--- config.mk ---
export PLATFORM = sky130hd
export DESIGN_NAME = upc_entry_flat
export DESIGN_NICKNAME = d
export VERILOG_FILES = /design/src/rtl/upc_entry_pkg.sv /design/src/rtl/upc_entry_if.sv /design/src/rtl/upc_entry_key_edge.sv /design/src/rtl/upc_entry.sv /design/src/flat_wrapper.sv
export SDC_FILE = /design/constraint.sdc
export NUM_CORES = 1
export LEC_CHECK = 0
export ABC_CLOCK_PERIOD_IN_PS = 1150
export BUFFER_PORTS_ARGS = -buffer_cell sky130_fd_sc_hd__buf_4
export CORE_MARGIN = 2
export CORE_UTILIZATION = 35
export DETAILED_ROUTE_END_ITERATION = 16
export SLEW_MARGIN = 20
export SYNTH_ARGS = -nofsm -noshare
export SYNTH_HDL_FRONTEND = slang
export SYNTH_HIERARCHICAL = 1
export SYNTH_SLANG_ARGS = --single-unit
--- constraint.sdc ---
create_clock -name clk -period 1.15 [get_ports clk]
set_input_delay 0.23 -clock clk [delete_from_list [all_inputs] [get_ports clk]]
set_output_delay 0.23 -clock clk [all_outputs]
set_load 0.05 [all_outputs]
--- src/rtl/upc_entry_pkg.sv ---
// Shared UPC definitions for the entry front-end and the display/decoder stage:
// code constants, FSM state type, frame layout and the code validity check.
package upc_pkg;

    localparam logic [2:0] UPC_BALL  = 3'b000;
    localparam logic [2:0] UPC_CROCS = 3'b001;
    localparam logic [2:0] UPC_IGLOO = 3'b010;
    localparam logic [2:0] UPC_DRESS = 3'b101;
    localparam logic [2:0] UPC_CHESS = 3'b110;
    localparam logic [2:0] UPC_GOLD  = 3'b111;

    typedef enum logic {
        IDLE  = 1'b0,
        SHIFT = 1'b1
    } upc_state_e;

    typedef struct packed {
        logic [2:0] upc;
        logic       mark;
    } upc_frame_t;

    function automatic logic upc_is_valid(input logic [2:0] code);
        logic ok;
        ok = 1'b0;
        case (code)
            UPC_BALL, UPC_CROCS, UPC_IGLOO,
            UPC_DRESS, UPC_CHESS, UPC_GOLD: ok = 1'b1;
            default:                        ok = 1'b0;
        endcase
        return ok;
    endfunction

endpackage

--- src/rtl/upc_entry_if.sv ---
// Entry-side bundle: raw key/switch inputs and the held code/mark plus status.
interface upc_entry_if;
    logic       key_in;
    logic       bit_in;
    logic [2:0] upc;
    logic       mark;
    logic       valid;
    logic       load;
    logic       err;
    logic       busy;
    logic [1:0] bit_cnt;

    modport slave (
        input  key_in, bit_in,
        output upc, mark, valid, load, err, busy, bit_cnt
    );

    modport master (
        output key_in, bit_in,
        input  upc, mark, valid, load, err, busy, bit_cnt
    );
endinterface

--- src/rtl/upc_entry_key_edge.sv ---
// Key synchroniser (resets to the released level) with a registered
// single-cycle falling-edge pulse.
module key_edge #(
    parameter int STAGES = 2
) (
    input  logic clk,
    input  logic reset,
    input  logic i_key,
    output logic o_press
);
    logic [STAGES-1:0] r_sync;
    logic [STAGES-1:0] r_live;
    logic              r_prev;
    logic              r_press;

    // r_live marks when the synchroniser holds real samples rather than its
    // reset value, so a key held down through reset never counts as a press.
    always_ff @(posedge clk) begin
        if (reset) begin
            r_sync  <= '1;
            r_live  <= '0;
            r_prev  <= 1'b0;
            r_press <= 1'b0;
        end else begin
            r_sync  <= {r_sync[STAGES-2:0], i_key};
            r_live  <= {r_live[STAGES-2:0], 1'b1};
            r_prev  <= r_sync[STAGES-1] & r_live[STAGES-1];
            r_press <= r_prev & ~r_sync[STAGES-1];
        end
    end

    assign o_press = r_press;
endmodule

--- src/rtl/upc_entry.sv ---
// UPC entry: shifts a 4-bit frame (upc[2:0] then mark) in from key presses,
// validates it and holds the accepted code. Optional stall timeout: UPC_ENTRY_TIMEOUT_EN.
module upc_entry
    import upc_pkg::*;
#(
    parameter int TIMEOUT_CYCLES = 50_000_000
) (
    input logic        clk,
    input logic        reset,
    upc_entry_if.slave bus
);
    logic       w_press;
    logic       w_bit;
    logic       w_expire;
    upc_frame_t w_frame;

    logic [1:0] r_bit_sync;
    logic [2:0] r_shift;
    upc_state_e r_state;
    logic [1:0] r_bit_cnt;
    logic [2:0] r_upc;
    logic       r_mark;
    logic       r_valid;
    logic       r_load;
    logic       r_err;

    key_edge #(.STAGES(2)) u_key_edge (
        .clk     (clk),
        .reset   (reset),
        .i_key   (bus.key_in),
        .o_press (w_press)
    );

    always_ff @(posedge clk) begin
        if (reset) r_bit_sync <= 2'b00;
        else       r_bit_sync <= {r_bit_sync[0], bus.bit_in};
    end

    assign w_bit   = r_bit_sync[1];
    // The three earlier bits live in r_shift; the 4th arrives with the press.
    assign w_frame = {r_shift, w_bit};

`ifdef UPC_ENTRY_TIMEOUT_EN
    localparam int TMR_W = $clog2(TIMEOUT_CYCLES + 1);
    logic [TMR_W-1:0] r_timer;

    always_ff @(posedge clk) begin
        if (reset || w_press || r_state == IDLE) r_timer <= '0;
        else                                     r_timer <= r_timer + 1'b1;
    end

    assign w_expire = (r_state == SHIFT) && !w_press &&
                      (r_timer == TMR_W'(TIMEOUT_CYCLES - 1));
`else
    assign w_expire = 1'b0;
`endif

    always_ff @(posedge clk) begin
        if (reset) begin
            r_shift   <= '0;
            r_state   <= IDLE;
            r_bit_cnt <= '0;
            r_upc     <= UPC_BALL;
            r_mark    <= 1'b0;
            r_valid   <= 1'b0;
            r_load    <= 1'b0;
            r_err     <= 1'b0;
        end else begin
            r_load <= 1'b0;
            r_err  <= 1'b0;
            if (w_press) begin
                r_shift <= w_frame[2:0];
                if (r_state == IDLE) begin
                    r_state   <= SHIFT;
                    r_bit_cnt <= 2'd1;
                end else if (r_bit_cnt == 2'd3) begin
                    r_state   <= IDLE;
                    r_bit_cnt <= 2'd0;
                    if (upc_is_valid(w_frame.upc)) begin
                        r_upc   <= w_frame.upc;
                        r_mark  <= w_frame.mark;
                        r_valid <= 1'b1;
                        r_load  <= 1'b1;
                    end else begin
                        r_err <= 1'b1;
                    end
                end else begin
                    r_bit_cnt <= r_bit_cnt + 2'd1;
                end
            end else if (w_expire) begin
                r_state   <= IDLE;
                r_bit_cnt <= 2'd0;
                r_err     <= 1'b1;
            end
        end
    end

    assign bus.upc     = r_upc;
    assign bus.mark    = r_mark;
    assign bus.valid   = r_valid;
    assign bus.load    = r_load;
    assign bus.err     = r_err;
    assign bus.busy    = (r_state == SHIFT);
    assign bus.bit_cnt = r_bit_cnt;
endmodule

--- src/flat_wrapper.sv ---
// flat-port wrapper written by rule: the top's interface ports become plain ports
module upc_entry_flat import upc_pkg::*;
#(
    parameter int TIMEOUT_CYCLES = 50_000_000
)
  (clk, reset, bus_key_in, bus_bit_in, bus_upc, bus_mark, bus_valid, bus_load, bus_err, bus_busy, bus_bit_cnt);
  upc_entry_if bus_i ();
  input logic clk;
  input logic reset;
  input wire logic [$bits(bus_i.key_in)-1:0] bus_key_in;
  input wire logic [$bits(bus_i.bit_in)-1:0] bus_bit_in;
  output wire logic [$bits(bus_i.upc)-1:0] bus_upc;
  output wire logic [$bits(bus_i.mark)-1:0] bus_mark;
  output wire logic [$bits(bus_i.valid)-1:0] bus_valid;
  output wire logic [$bits(bus_i.load)-1:0] bus_load;
  output wire logic [$bits(bus_i.err)-1:0] bus_err;
  output wire logic [$bits(bus_i.busy)-1:0] bus_busy;
  output wire logic [$bits(bus_i.bit_cnt)-1:0] bus_bit_cnt;
  assign bus_i.key_in = bus_key_in;
  assign bus_i.bit_in = bus_bit_in;
  assign bus_upc = bus_i.upc;
  assign bus_mark = bus_i.mark;
  assign bus_valid = bus_i.valid;
  assign bus_load = bus_i.load;
  assign bus_err = bus_i.err;
  assign bus_busy = bus_i.busy;
  assign bus_bit_cnt = bus_i.bit_cnt;
  upc_entry #(.TIMEOUT_CYCLES(TIMEOUT_CYCLES)) u_core (.clk(clk), .reset(reset), .bus(bus_i));
endmodule
# Yosys cells after proc, flatten, opt, wreduce, memory -nomap -nowiden
# Index checks and enable logic that the tools add are counted.
word_totals:
  reg_bits: 21
  latchBits: 0
  ramBits: 0
  rom_bits: 0
  input_bits: 4
  elab_cells: 43
  n_memories: 0
classes:
  addsub: 1
  n_mul: 0
  n_div: 0
  magnitude_cmp: 0
  n_eq_ne: 6
  shift: 0
  n_mux: 12
  bitwise_logic: 6
  n_reduce_logical: 4
op_table:
  columns: ["op", "n"]
  rows:
  - ["$mux W1", 10]
  - ["$eq A3 B3 Y1 const B", 3]
  - ["$reduce_or A6 Y1", 1]
  - ["$mux W2", 2]
  - ["$not A1 Y1", 4]
  - ["$reduce_and A4 Y1", 1]
  - ["$reduce_or A4 Y1", 1]
  - ["$eq A3 B1 Y1 const B", 1]
  - ["$eq A3 B2 Y1 const B", 1]
  - ["$logic_not A3 Y1", 1]
  - ["$add A2 B1 Y2 const B", 1]
  - ["$and A1 B1 Y1", 2]
  - ["$eq A2 B2 Y1 const B", 1]

# Longest topological paths before layout
depth:
  word_depth: 8
  mapped_depth: 4

# Cells and area by module
# Netlist, hierarchy kept.
modules_own_cells:
  columns: ["mod", "instances", "cells_per_inst", "area_each_um2", "seq_area_each_um2"]
  rows:
  - ["upc_entry", 1, 69, 660.6, 300.3]
  - ["key_edge", 1, 12, 158.9, 120.1]

# Worst setup path before layout
# No wires, ideal clock.
synth_path:
  path_kind: "reg-to-reg"
  startpoint: "register u_core.r_bit_cnt[0], in the netlist u_core/bus.bit_cnt[0]"
  endpoint: "register u_core.r_mark, in the netlist u_core/bus.mark"
  setup_time_ns: 0.123
  arrival_ns: 1.400
  slack_ns: -0.374
  path_stages_with_launch: 5
  n_path_buf: 0
  cell_sequence: "dfxtp_1 -> ha_1 -> and3_1 -> o221ai_2 -> mux2i_1"
synth_between:
  elab_chain_len: 2
synth_rtl:
  columns: ["element", "line", "text"]
  rows:
  - ["start, declared", "upc_entry.sv:20", "logic [1:0] r_bit_cnt;"]
  - ["start signal, assigned", "upc_entry.sv:88", "r_bit_cnt <= r_bit_cnt + 2'd1;"]
  - ["$eq A2 B2 Y1", "upc_entry.sv:76", "end else if (r_bit_cnt == 2'd3) begin"]
  - ["$reduce_and A4 Y1 (no line)", null, null]
  - ["end signal, assigned", "upc_entry.sv:81", "r_mark <= w_frame.mark;"]
  - ["end, declared", "upc_entry.sv:22", "logic r_mark;"]
# No other way between the ends.
# A chain may end at the register's enable or synchronous reset.

# Worst setup path in the final report
layout_path:
  startpoint: "register u_core.r_bit_cnt[0], in the netlist u_core/bus.bit_cnt[0]"
  endpoint: "output bus_bit_cnt[0]"
layout_lines:
  columns: ["element", "line", "text"]
  rows:
  - ["end, declared", "flat_wrapper.sv:18", "output wire logic [$bits(bus_i.bit_cnt)-1:0] bus_bit_cnt;"]
# No word-level cell between the ends.

==> metrics <==
Die Y approximately 52 um; hold-critical path depth 2; synth warn 6; pin count of the biggest net entering global routing 23; Fin Setup TNS 0 ps; initial antenna violation count 0; asr flop ratio synth 0%; status finished, final reports clean; skew final 8.71 ps; met2 wirelength from detailed routing roughly 640 um; Avg Inst Size Synth 10.1 um^2; DRT iter0 DRCs 0; met3 wire length around 38 um; Setup-failing EPs final 0; Critical Path AT roughly 880 ps; DRC viols 0; post-synthesis sequential area ratio about half; DR vias/cell 4.83; VDD IR max between 0.8 and 0.9 mV; Mapped Nets 86; synth unique cells 30; maxcap violations 0; clock period minus worst slack between 1000 and 1500 ps; wire per inst between 10 and 15 um; r2r setup slk around 50 ps; Die ar. roughly 2700 um^2; Post-Route M1 WL about 710 um; ys flop type dfxtp_1; Critical R2R Launch u_core/bus.bit_cnt[0]; clock sink count 21; CTS Buffer Depth 2; critical path's top delay family flip-flops; Skew-Pair Late Insertion Delay about 300 ps; fraction of layout cells with a size suffix above 1 approximately two fifths; Tcrit/Tclk final 96.7%; CP Data Required Time roughly 920 ps; # nets final approximately 110; #FFs+latches synth 21; slowest CP cell dfxtp_4; worst reg2reg path depth 4; Slew Viols, Final 0; die width approximately 52 um; DR top layer met4; RePlAce Congestion about 0.73; placed cells about 120; number of synthesized flops with an enable pin 0; Final ANT Viol Nets 0; Non-Filler Instances around 130; Startpoint Class flip-flop; critical path class flip-flop to primary output; TritonRoute pass-1 iters 1; Critical Path Sink Type primary output; hold_buf cts 0; Routed WL 1.43 mm; CP max FO 4; I/O pins 14; Lkg Pwr around 0.00041 uW; Ant. Diodes 0; Post-Synthesis Cell Area 820 um^2; grt ovf 0; Rows 17; Hold EP u_core/u_key_edge/r_sync[0]; Synth area leaders dfxtp_1, mux2i_1, nor2b_1; proportion of netlist area held by the largest area contributor 51.3%; RSZ-0062 raised after global routing true; CTS tree done; Hold WC Path Type input port to flip-flop; RR Endpoint u_core/bus.upc[2]; PortBufs 13; via count between 600 and 700; post-synth top area cell dfxtp_1; worst path buffer plus inverter count 1; first-pass GRT wire length roughly 2.4 mm; hold_ws between 100 and 150 ps; clk slew on worst S/H paths 120 ps; Placeable Area approximately 2200 um^2; CTS buffer count 3; Area Overhead vs Synth 29.0%; vias in the first global route roughly 550; initial core utilization a little under two fifths; Tot Pwr 1110 uW; CTS root buf clkbuf_4; slew at the pin with the worst max-slew slack approximately 220 ps; hpwl dp approximately 960 um; Worst Min Path Start bus_key_in; Cells after Synth between 80 and 90; Total GRT Usage around an eighth; Max Clock Freq 899 MHz; Power Density approximately 1100 nW/um^2; crit path cell chain buf_4; worst stage delay on the critical path 390 ps; CTS H-tree lvls 1; Hold Fails Final Rpt 0; Final Core Density a little under half; relative slew slack approximately 85%
-- timing repair --
item | 4_1_cts | 5_1_grt
buffers inserted | 0 | 2
pin swaps | 0 | 1
setup endpoints to repair | 3 | 7
gates resized for setup | 4 | 8
-- state kept, by name, indices dropped and copies added, names as in the netlist, 2 cells and up --
signal,flops
u_core/u_key_edge/r_sync,2
u_core/bus.upc,3
u_core/r_bit_sync,2
u_core/r_shift,3
u_core/u_key_edge/r_live,2
u_core/bus.bit_cnt,2
-- cell families after synthesis --
logic type / Yosys count / synth area share (%)
fa+ha+maj: 1 / 1.53
mux: 4 / 4.89
buf+inv: 6 / 4.58
compound gates: 15 / 11.3
flops: 21 / 51.3
simple gates: 34 / 26.4
-- layout by cell type, fill, tap and decap left out, types with 3 or more instances in the layout --
| master | Yosys | layout |
|---|---|---|
| o21ai_1 | 5 | 6 |
| dfxtp_2 | 0 | 4 |
| nor2b_1 | 5 | 5 |
| clkbuf_4 | 0 | 3 |
| nor2_1 | 5 | 5 |
| nand2_1 | 4 | 4 |
| dfxtp_1 | 21 | 14 |
| a31oi_1 | 3 | 3 |
| mux2i_1 | 4 | 4 |
| buf_4 | 2 | 17 |
| dfxtp_4 | 0 | 3 |
| nand2b_1 | 4 | 4 |
-- where the power goes --
part / internal [uW] / switching [uW]
Clock: 130 / 215
Sequential: 732 / 3.91
Combinational: 16.6 / 16.9
Total: 879 / 236
-- cells in the mapped netlist, drive strengths merged (2+ instances only) --
| library cell | n |
|---|---|
| inv | 2 |
| dfxtp | 21 |
| nor2 | 5 |
| nor3 | 2 |
| buf | 3 |
| a21oi | 2 |
| nor2b | 5 |
| nand3 | 2 |
| nand2 | 4 |
| or2 | 2 |
| nand2b | 4 |
| and4 | 3 |
| and4b | 2 |
| o21ai | 7 |
| mux2i | 4 |
| a31oi | 3 |
| nor3b | 2 |
-- metal layers --
metal	vias up	track usage, %
li1	326	-
met2	9	18.8
met3	4	3.43
met5	-	0
met1	284	14.4
met4	0	8.97
-- worst max-delay path by stage --
stage	cells past startpoint	endpoint	slack, ps	startpoint
global placement	4	u_core/bus.upc[2]	90	u_core/bus.bit_cnt[0]
floorplan	4	u_core/bus.mark	4	u_core/bus.bit_cnt[1]
detailed placement	4	u_core/bus.upc[2]	50	u_core/bus.bit_cnt[0]
CTS	1	bus_upc[0]	7	u_core/bus.upc[0]
global route	1	bus_bit_cnt[0]	-7	u_core/bus.bit_cnt[0]
finish	1	bus_bit_cnt[0]	40	u_core/bus.bit_cnt[0]
-- metrics by stage --
stage                     worst slack (ps)  cell area (um^2)
after floorplan                       4.02               843
after global placement                88.1               983
after detailed placement              51.3               983
after CTS                             6.55              1030
after global routing                 -6.76              1060
final                                 38.1              1060
-- area by class of cell --
type	count	area, um^2
timing repair buffer	20	165
sequential	21	437
fill	225	1150
clock inverter	1	5.00
tap	28	35.0
multi-input combinational	54	385
inverter	2	7.51
clock buffer	3	22.5
Power figures use the tool's default switching activity.
